[src/rtl/ahb3lite_pkg.sv]
// Shared AHB3-Lite encodings and types used by the interconnect blocks.
package ahb3lite_pkg;
    localparam logic [1:0] HTRANS_IDLE   = 2'b00;
    localparam logic [1:0] HTRANS_BUSY   = 2'b01;
    localparam logic [1:0] HTRANS_NONSEQ = 2'b10;
    localparam logic [1:0] HTRANS_SEQ    = 2'b11;

    typedef enum logic [1:0] {AGE_IDLE, AGE_WAIT, AGE_BOOST} ahb3lite_age_state_t;
endpackage

[src/rtl/ahb3lite_interconnect_age_counter.sv]
// Per-master starvation tracker: counts consecutive ungranted request cycles
// and holds a boost until the master is served or withdraws.
module ahb3lite_interconnect_age_counter
    import ahb3lite_pkg::*;
#(
    parameter  int AGE_LIMIT = 16,
    localparam int AGE_BITS  = $clog2(AGE_LIMIT)
) (
    input  logic HRESETn,
    input  logic HCLK,
    input  logic req,
    input  logic granted,
    input  logic hready,
    input  logic en,
    output logic boosted,
    output logic enter_boost
);
    ahb3lite_age_state_t state_q, state_d;
    logic [AGE_BITS-1:0] cnt_q, cnt_d;
    logic waiting, served;

    assign waiting = req & ~granted;
    assign served  = granted & hready;

    always_comb begin
        state_d     = state_q;
        cnt_d       = cnt_q;
        enter_boost = 1'b0;
        if (!en) begin
            state_d = AGE_IDLE;
            cnt_d   = '0;
        end else begin
            case (state_q)
                AGE_IDLE: begin
                    cnt_d = '0;
                    if (waiting) begin
                        state_d = AGE_WAIT;
                        cnt_d   = AGE_BITS'(1);
                    end
                end
                AGE_WAIT: begin
                    // served takes priority over reaching the limit
                    if (!req || served) begin
                        state_d = AGE_IDLE;
                        cnt_d   = '0;
                    end else if (waiting && cnt_q == AGE_BITS'(AGE_LIMIT - 1)) begin
                        state_d     = AGE_BOOST;
                        enter_boost = 1'b1;
                    end else if (waiting) begin
                        cnt_d = cnt_q + AGE_BITS'(1);
                    end
                end
                AGE_BOOST: begin
                    if (!req || served) begin
                        state_d = AGE_IDLE;
                        cnt_d   = '0;
                    end
                end
                default: begin
                    state_d = AGE_IDLE;
                    cnt_d   = '0;
                end
            endcase
        end
    end

    always_ff @(posedge HCLK or negedge HRESETn) begin
        if (!HRESETn) begin
            state_q <= AGE_IDLE;
            cnt_q   <= '0;
        end else begin
            state_q <= state_d;
            cnt_q   <= cnt_d;
        end
    end

    assign boosted = (state_q == AGE_BOOST);
endmodule

[src/rtl/ahb3lite_interconnect_priority_aging.sv]
// Slave-port starvation guard: raises long-waiting masters to top priority
// and counts how often that happens.
module ahb3lite_interconnect_priority_aging
    import ahb3lite_pkg::*;
#(
    parameter  int MASTERS     = 3,
    parameter  int AGE_LIMIT   = 16,
    localparam int MASTER_BITS = (MASTERS == 1) ? 1 : $clog2(MASTERS)
) (
    input  logic                                 HRESETn,
    input  logic                                 HCLK,
    input  logic                                 cfg_age_en,
    input  logic [MASTERS-1:0][MASTER_BITS-1:0] cfg_priority,
    input  logic [MASTERS-1:0]                   mstHSEL,
    input  logic [MASTERS-1:0][1:0]              mstHTRANS,
    input  logic [MASTERS-1:0]                   granted_master,
    input  logic                                 slv_HREADY,
    output logic [MASTERS-1:0][MASTER_BITS-1:0] mstpriority,
    output logic [MASTERS-1:0]                   starved,
    output logic [15:0]                          boost_events
);
    localparam int CW = $clog2(MASTERS + 1);

    logic [MASTERS-1:0] req, boosted, enter_boost;
    logic [CW-1:0]      pop;
    logic [16:0]        sum;
    logic [15:0]        boost_events_q, boost_events_d;

    for (genvar n = 0; n < MASTERS; n++) begin : g_age
        assign req[n] = mstHSEL[n] &
                        ((mstHTRANS[n] == HTRANS_NONSEQ) | (mstHTRANS[n] == HTRANS_SEQ));

        ahb3lite_interconnect_age_counter #(.AGE_LIMIT(AGE_LIMIT)) u_age (
            .HRESETn    (HRESETn),
            .HCLK       (HCLK),
            .req        (req[n]),
            .granted    (granted_master[n]),
            .hready     (slv_HREADY),
            .en         (cfg_age_en),
            .boosted    (boosted[n]),
            .enter_boost(enter_boost[n])
        );

        // Driven only from registered state and cfg; no request-to-priority path.
        assign mstpriority[n] = (boosted[n] & cfg_age_en) ? {MASTER_BITS{1'b1}} : cfg_priority[n];
    end

    assign starved = boosted;

    always_comb begin
        pop = '0;
        for (int i = 0; i < MASTERS; i++) pop = pop + CW'(enter_boost[i]);
        sum            = {1'b0, boost_events_q} + 17'(pop);
        boost_events_d = sum[16] ? 16'hFFFF : sum[15:0];
    end

    always_ff @(posedge HCLK or negedge HRESETn) begin
        if (!HRESETn) boost_events_q <= '0;
        else          boost_events_q <= boost_events_d;
    end

    assign boost_events = boost_events_q;
endmodule

[config.mk]
export PLATFORM = sky130hd
export DESIGN_NAME = ahb3lite_interconnect_priority_aging
export DESIGN_NICKNAME = d
export VERILOG_FILES = /design/src/rtl/ahb3lite_pkg.sv /design/src/rtl/ahb3lite_interconnect_age_counter.sv /design/src/rtl/ahb3lite_interconnect_priority_aging.sv
export SDC_FILE = /design/constraint.sdc
export NUM_CORES = 1
export LEC_CHECK = 0
export CAP_MARGIN = 10
export CORE_ASPECT_RATIO = 1.1
export CORE_MARGIN = 2
export CORE_UTILIZATION = 53
export CTS_BUF_LIST = sky130_fd_sc_hd__clkbuf_8
export DETAILED_ROUTE_END_ITERATION = 16
export GPL_ROUTABILITY_DRIVEN = 0
export GPL_TIMING_DRIVEN = 0
export PLACE_DENSITY = 0.91
export SETUP_SLACK_MARGIN = 0.1
export SLEW_MARGIN = 40
export SYNTH_ARGS = -nofsm -noshare
export SYNTH_HDL_FRONTEND = slang
export SYNTH_SLANG_ARGS = --single-unit
[constraint.sdc]
create_clock -name HCLK -period 4.1 [get_ports HCLK]
set_clock_uncertainty 0.05 [all_clocks]
set_input_delay 0.615 -clock HCLK [delete_from_list [all_inputs] [get_ports HCLK]]
set_output_delay 0.615 -clock HCLK [all_outputs]
set_load 0.005 [all_outputs]
After elaboration in Yosys (flattened, before gate mapping)
Index checks and enable logic that the tools add are counted.

storage, ports and cells
  flip-flop bits (word level) = 34
  latch bits = 0
  RAM bits = 0
  bits in read-only memories = 0
  input bits = 22
  logic and storage cells = 134
  memories = 0

cells by class
  add/subtract/negate cells = 6
  $mul = 0
  divide/modulo/power cells = 0
  $lt $le $gt $ge = 0
  equality and inequality tests = 30
  shift-type cells = 0
  multiplexer cells = 55
  bitwise operators = 18
  reduce and logical (&&, ||, !) cells = 18

operators with widths
  operator               count
  $mux W4                15
  $mux W2                18
  $pmux W4 S3            3
  $ne A4 B2 Y1 const B   6
  $eq A2 B2 Y1 const B   9
  $pmux W2 S3            3
  $reduce_and A3 Y1      6
  $add A16 B2 Y17        1
  $mux W16               1
  $mux W1                15
  $add A4 B1 Y4 const B  3
  $and A1 B1 Y1          12
  $eq A4 B4 Y1 const B   3
  $ne A4 B4 Y1 const B   3
  $ne A3 B2 Y1 const B   3
  $ne A3 B3 Y1 const B   3
  $eq A2 B1 Y1 const B   3
  $logic_not A2 Y1       3
  $logic_and A1 B1 Y1    3
  $logic_not A1 Y1       3
  $logic_or A1 B1 Y1     3
  $not A1 Y1             3
  $or A1 B1 Y1           3
  $add A1 B1 Y2          1
  $add A2 B1 Y2          1

Longest topological paths before layout
Gate-level depths: netlist (run 1).

  depth in word-level cells = 13
  depth in mapped cells = 12

Cells and area by module
From an unflattened synthesis (run 1), not the netlist that was laid out.

second synthesis, totals
  cell total of the unflattened synthesis = 222
  area, all modules = 2159.6 um^2

by module, submodules not included
  module                                times used  cells an instance  area an instance (um^2)  sequential area each (um^2)
  ahb3lite_interconnect_age_counter     3           44                 412.9                    150.1
  ahb3lite_interconnect_priority_aging  1           90                 920.9                    400.4

Worst setup path before layout (run 1)
OpenSTA, ideal clock, no wires.

  path type = input port to flip-flop
  start point = in cfg_age_en
  end point = reg boost_events_q[6], in the netlist boost_events[6]
  setup time = 0.074 ns
  data arrival time = 3.008 ns
  required time = 3.976 ns
  setup slack = 0.968 ns
  stages = 12
  buffers on the path = 2
  cells stage by stage = buf_2 > nand3b_1 > or3_1 > fa_1 > inv_1 > ha_1 > fa_1 > nand4_4 > nor4_4 > nand3_2 > buf_6 > o21ai_2

on the way
  cells in the longest elaborated chain, start to end = 5
  elaborated cells between the ends (all ways) = 7

RTL lines
  element                line                                        text
  from (decl)            ahb3lite_interconnect_priority_aging.sv:12  input logic cfg_age_en,
  $mux W1                ahb3lite_interconnect_age_counter.sv:29     if (!en) begin
  $add A1 B1 Y2          ahb3lite_interconnect_priority_aging.sv:52  for (int i = 0; i < MASTERS; i++) pop = pop + CW'(enter_boost[i]);
  $add A2 B1 Y2 *        ahb3lite_interconnect_priority_aging.sv:52
  $add A16 B2 Y17 *      ahb3lite_interconnect_priority_aging.sv:53  sum = {1'b0, boost_events_q} + 17'(pop);
  $mux W16 *             ahb3lite_interconnect_priority_aging.sv:54  boost_events_d = sum[16] ? 16'hFFFF : sum[15:0];
  via boost_events_d[6]  ahb3lite_interconnect_priority_aging.sv:27  logic [15:0] boost_events_q, boost_events_d;
  to (signal assigned)   ahb3lite_interconnect_priority_aging.sv:59  else boost_events_q <= boost_events_d;
  to (decl)              ahb3lite_interconnect_priority_aging.sv:27

Mark *: on every way through the listed nets, which the timed path passes. The rest lies on a longest branch.
A chain may end at the register's enable or synchronous reset.

Final worst setup path (run 1)
  start point = in granted_master[2]
  end point = reg boost_events_q[2], in the netlist boost_events[2]

on the way
  cells in the longest elaborated chain, start to end = 10
  elaborated cells between the ends (all ways) = 12

RTL lines
  element                line                                        text
  from (decl)            ahb3lite_interconnect_priority_aging.sv:16  input logic [MASTERS-1:0] granted_master,
  $not A1 Y1             ahb3lite_interconnect_age_counter.sv:22     assign waiting = req & ~granted;
  $and A1 B1 Y1          ahb3lite_interconnect_age_counter.sv:22
  $logic_and A1 B1 Y1    ahb3lite_interconnect_age_counter.sv:46     end else if (waiting && cnt_q == AGE_BITS'(AGE_LIMIT - 1)) begin
  $mux W1                ahb3lite_interconnect_age_counter.sv:46
  $mux W1 *              ahb3lite_interconnect_age_counter.sv:43     if (!req || served) begin
  $mux W1 *              ahb3lite_interconnect_age_counter.sv:33     case (state_q)
  $mux W1 *              ahb3lite_interconnect_age_counter.sv:29
  $add A2 B1 Y2 *        ahb3lite_interconnect_priority_aging.sv:52
  $add A16 B2 Y17 *      ahb3lite_interconnect_priority_aging.sv:53
  $mux W16 *             ahb3lite_interconnect_priority_aging.sv:54
  via boost_events_d[2]  ahb3lite_interconnect_priority_aging.sv:27

Marked as above.

==> reports/metrics.yaml, run 1 <==
status: "complete, no violations"
cts_max_level: 2
wl_met3_um: 326
ctsResizeCount: 0
drtIter0Drc: 128
cp.arrival_ns: 3.95
instances_no_fill: 323
critical-path-top-delay-family: "simple AND/OR/NAND/NOR gates"
cts_num_sinks: 34
gr-total-overflow: 0
fillers: 318
synth_area_um2: 2192
hold_viol: 0
multi_input_area_um2: 1230
period_share_pct: 92.25
port_buffers: 41
dr_wl_met2_um: 2500
nets: 299
chipWidth_um: 65.32
start_util_pct: 55.30
crit_chain: "clkdlybuf4s50_1 -> nand4b_4 -> or3_1 -> fa_1 -> inv_1 -> ha_1 -> fa_1 -> nand4_4 -> nor4_4 -> nand3_2 -> buf_6 -> nand2_1"
drv_cap: 0
crit_slowest_cell: "clkdlybuf4s50_1"
critPathRequiredTime_ns: 4.27
clock_path_buffers: 2
layout_commonest_cell: "clkdlybuf4s50_1"
grt_start_max_net_pins: 22
timing.final.max_slew_violations: 0
max_freq_mhz: 264.4
numCtsBuffers: 5
rows: 24
layout_common_cells: "40 x clkdlybuf4s50_1, 34 x dfrtp_1, 20 x nand2_1"
seq_area_frac_synth_pct: 38.81
syn_inst: 221
syn_to_final_growth_pct: 26.88
drtPass1Iterations: 4
die_y_um: 71.45
powerDensity_nw_per_um2: 236.0
slew_headroom_pct: 63.32
synth_edf_count: 0
synth_async_sr_flop_share_pct: 100.0
min_period_ns: 3.782
boundaryPins: 47
wirelength_um: 4923
diodes: 0
yosysUniqueCellTypes: 52
postCtsSetupRepairBufs: 0
top_layer: "met4"
post-dp-hpwl_um: 3644
wl_per_cell_um: 15.24
dieArea_um2: 4667
drc: 0
grt_pass1_wl_um: 8542
hold_buffers: 0
setup_viol: 0
critPathMaxFanout: 10
crit_buf_inv: 3
peakVddDrop_mv: 0.2207
end_kind: "register"
worst-setup-path-type: "primary input to register"
antenna_found_initial: 0
hold_class: "primary input to asynchronous set/reset pin"
rsz0062_at_grt: "false"
clk_latency_ns: 0.28
ys.flop_type: "dfrtp_1"
leakage_uw: 0.001288
crit_path_start_kind: "primary input"
ys_ff_latch: 34
syn_avg_cell_area_um2: 9.919
cts_tree: "done"
grt_usage_pct: 23.22
drtAntennaViolNets: 0
worstMarginPinSlew_ns: 0.5502
synth_nets: 250
vias: 1919
cts-root-buf: "clkbuf_8"
grt_pass1_vias: 1942
wl_met1_um: 2057
place_inst: 315
ys_warn_count: 0
core-area_um2: 3964
viasPerCell: 5.941
critPathMostFrequentCell: "fa_1"
path_clk_slew_ns: 0.07
drive_above_1_share_pct: 12.55
tns_ns: 0
cpPeakStageDelay_ns: 0.58
regArea_um2: 850.8
[layer usage]
metal | vias up | GRT usage, %
met5 | - | 0
met4 | 0 | 9.028
met3 | 6 | 5.651
met2 | 64 | 39.91
met1 | 953 | 28.00
li1 | 896 | -
[state kept, by name (all words and copies together) (netlist names)]
signal / flops
g_age.u_age.state_q: 6
g_age.u_age.cnt_q: 12
boost_events: 16
[per-stage QoR]
step	setup WS [ns]	area (um^2)	hold WS, ns	util [%]	total power (uW)
2_1_floorplan	0.9679	2192	0.2694	-	368.2
3_3_place_gp	0.1118	2668	0.4154	67.30	404.1
3_5_place_dp	0.01809	2690	0.4248	67.87	408.4
4_1_cts	0.3228	2781	0.1981	70.17	663.6
5_1_grt	0.1137	2781	0.2086	70.17	684.1
6_report	0.3176	2781	0.1935	70.17	656.4
[synthesized netlist by cell type, types with 5 or more instances]
master	number	area (um^2)
nor2_1	10	37.54
o21ai_0	12	60.06
inv_1	14	52.55
xnor2_1	8	70.07
dfrtp_1	34	850.8
a21o_1	5	37.54
nand2_1	20	75.07
a31oi_1	8	50.05
nand3_1	13	65.06
a21oi_1	7	35.03
ha_1	5	62.56
nand2b_1	8	50.05
[report_power, final]
part	leakage (uW)	switching, uW	total (uW)	internal (uW)
combinational	0.000767	30.6	62.4	31.7
sequential	0.000469	2.27	340	338
clock	0.0000524	121	254	133
total	0.00129	154	656	502
[kinds of logic (layout without fill, tap and decap cells)]
| group | count (synthesis) | in the layout | share of synthesized area (%) |
|---|---|---|---|
| AOI/OAI and AO/OA | 52 | 52 | 17.69 |
| xor gates and xnor gates | 8 | 8 | 3.196 |
| adders and majority gates | 7 | 7 | 4.680 |
| buffers and inverters | 23 | 73 | 5.080 |
| DFF | 34 | 34 | 38.81 |
| muxes | 6 | 6 | 3.253 |
| and+or+nand+nor | 91 | 91 | 27.28 |
[final timing paths]
path                                                          start                                  end  slack, ns  depth (start not counted)
min in group HCLK               g_age[0].u_age.cnt_q[3]$_DFFE_PN0P_  g_age[0].u_age.cnt_q[3]$_DFFE_PN0P_       0.43                          1
worst min-delay path                                        HRESETn  g_age[2].u_age.cnt_q[2]$_DFFE_PN0P_       0.19                          1
worst max register to register  g_age[2].u_age.cnt_q[0]$_DFFE_PN0P_            boost_events[2]$_DFF_PN0_       0.73                         12
worst min register to register  g_age[0].u_age.cnt_q[3]$_DFFE_PN0P_  g_age[0].u_age.cnt_q[3]$_DFFE_PN0P_       0.43                          1
worst max-delay path                              granted_master[2]            boost_events[2]$_DFF_PN0_       0.32                         12
max in group asynchronous                                   HRESETn  g_age[0].u_age.cnt_q[1]$_DFFE_PN0P_       3.37                          2
[cell type report]
cell class / count / share of cell area, %
Inverter: 14 / 1.889
Clock buffer: 6 / 2.969
Sequential cell: 34 / 30.59
Buffer: 9 / 2.114
Multi-Input combinational cell: 164 / 44.22
Clock inverter: 2 / 0.3149
Timing Repair Buffer: 42 / 15.56
Tap cell: 52 / 2.339
Power figures use the tool's default switching activity.
==> run 2, diff against run 1 <==
- clock period: 4.1 -> 4.17 ns (I/O delays scaled with it)
==> results of run 2 <==
Same layout as run 1 (identical final DEF). Status: complete, no violations.
Among the figures that moved: setup slack after placement 0.01809 ns -> 0.07759 ns; setup slack after layout 0.3176 ns -> 0.3771 ns; hold slack 0.1935 ns -> 0.2040 ns; register-to-register setup slack 0.73 ns -> 0.80 ns; total power 656.4 uW -> 645.4 uW; worst IR drop on VDD 0.2207 mV -> 0.2169 mV
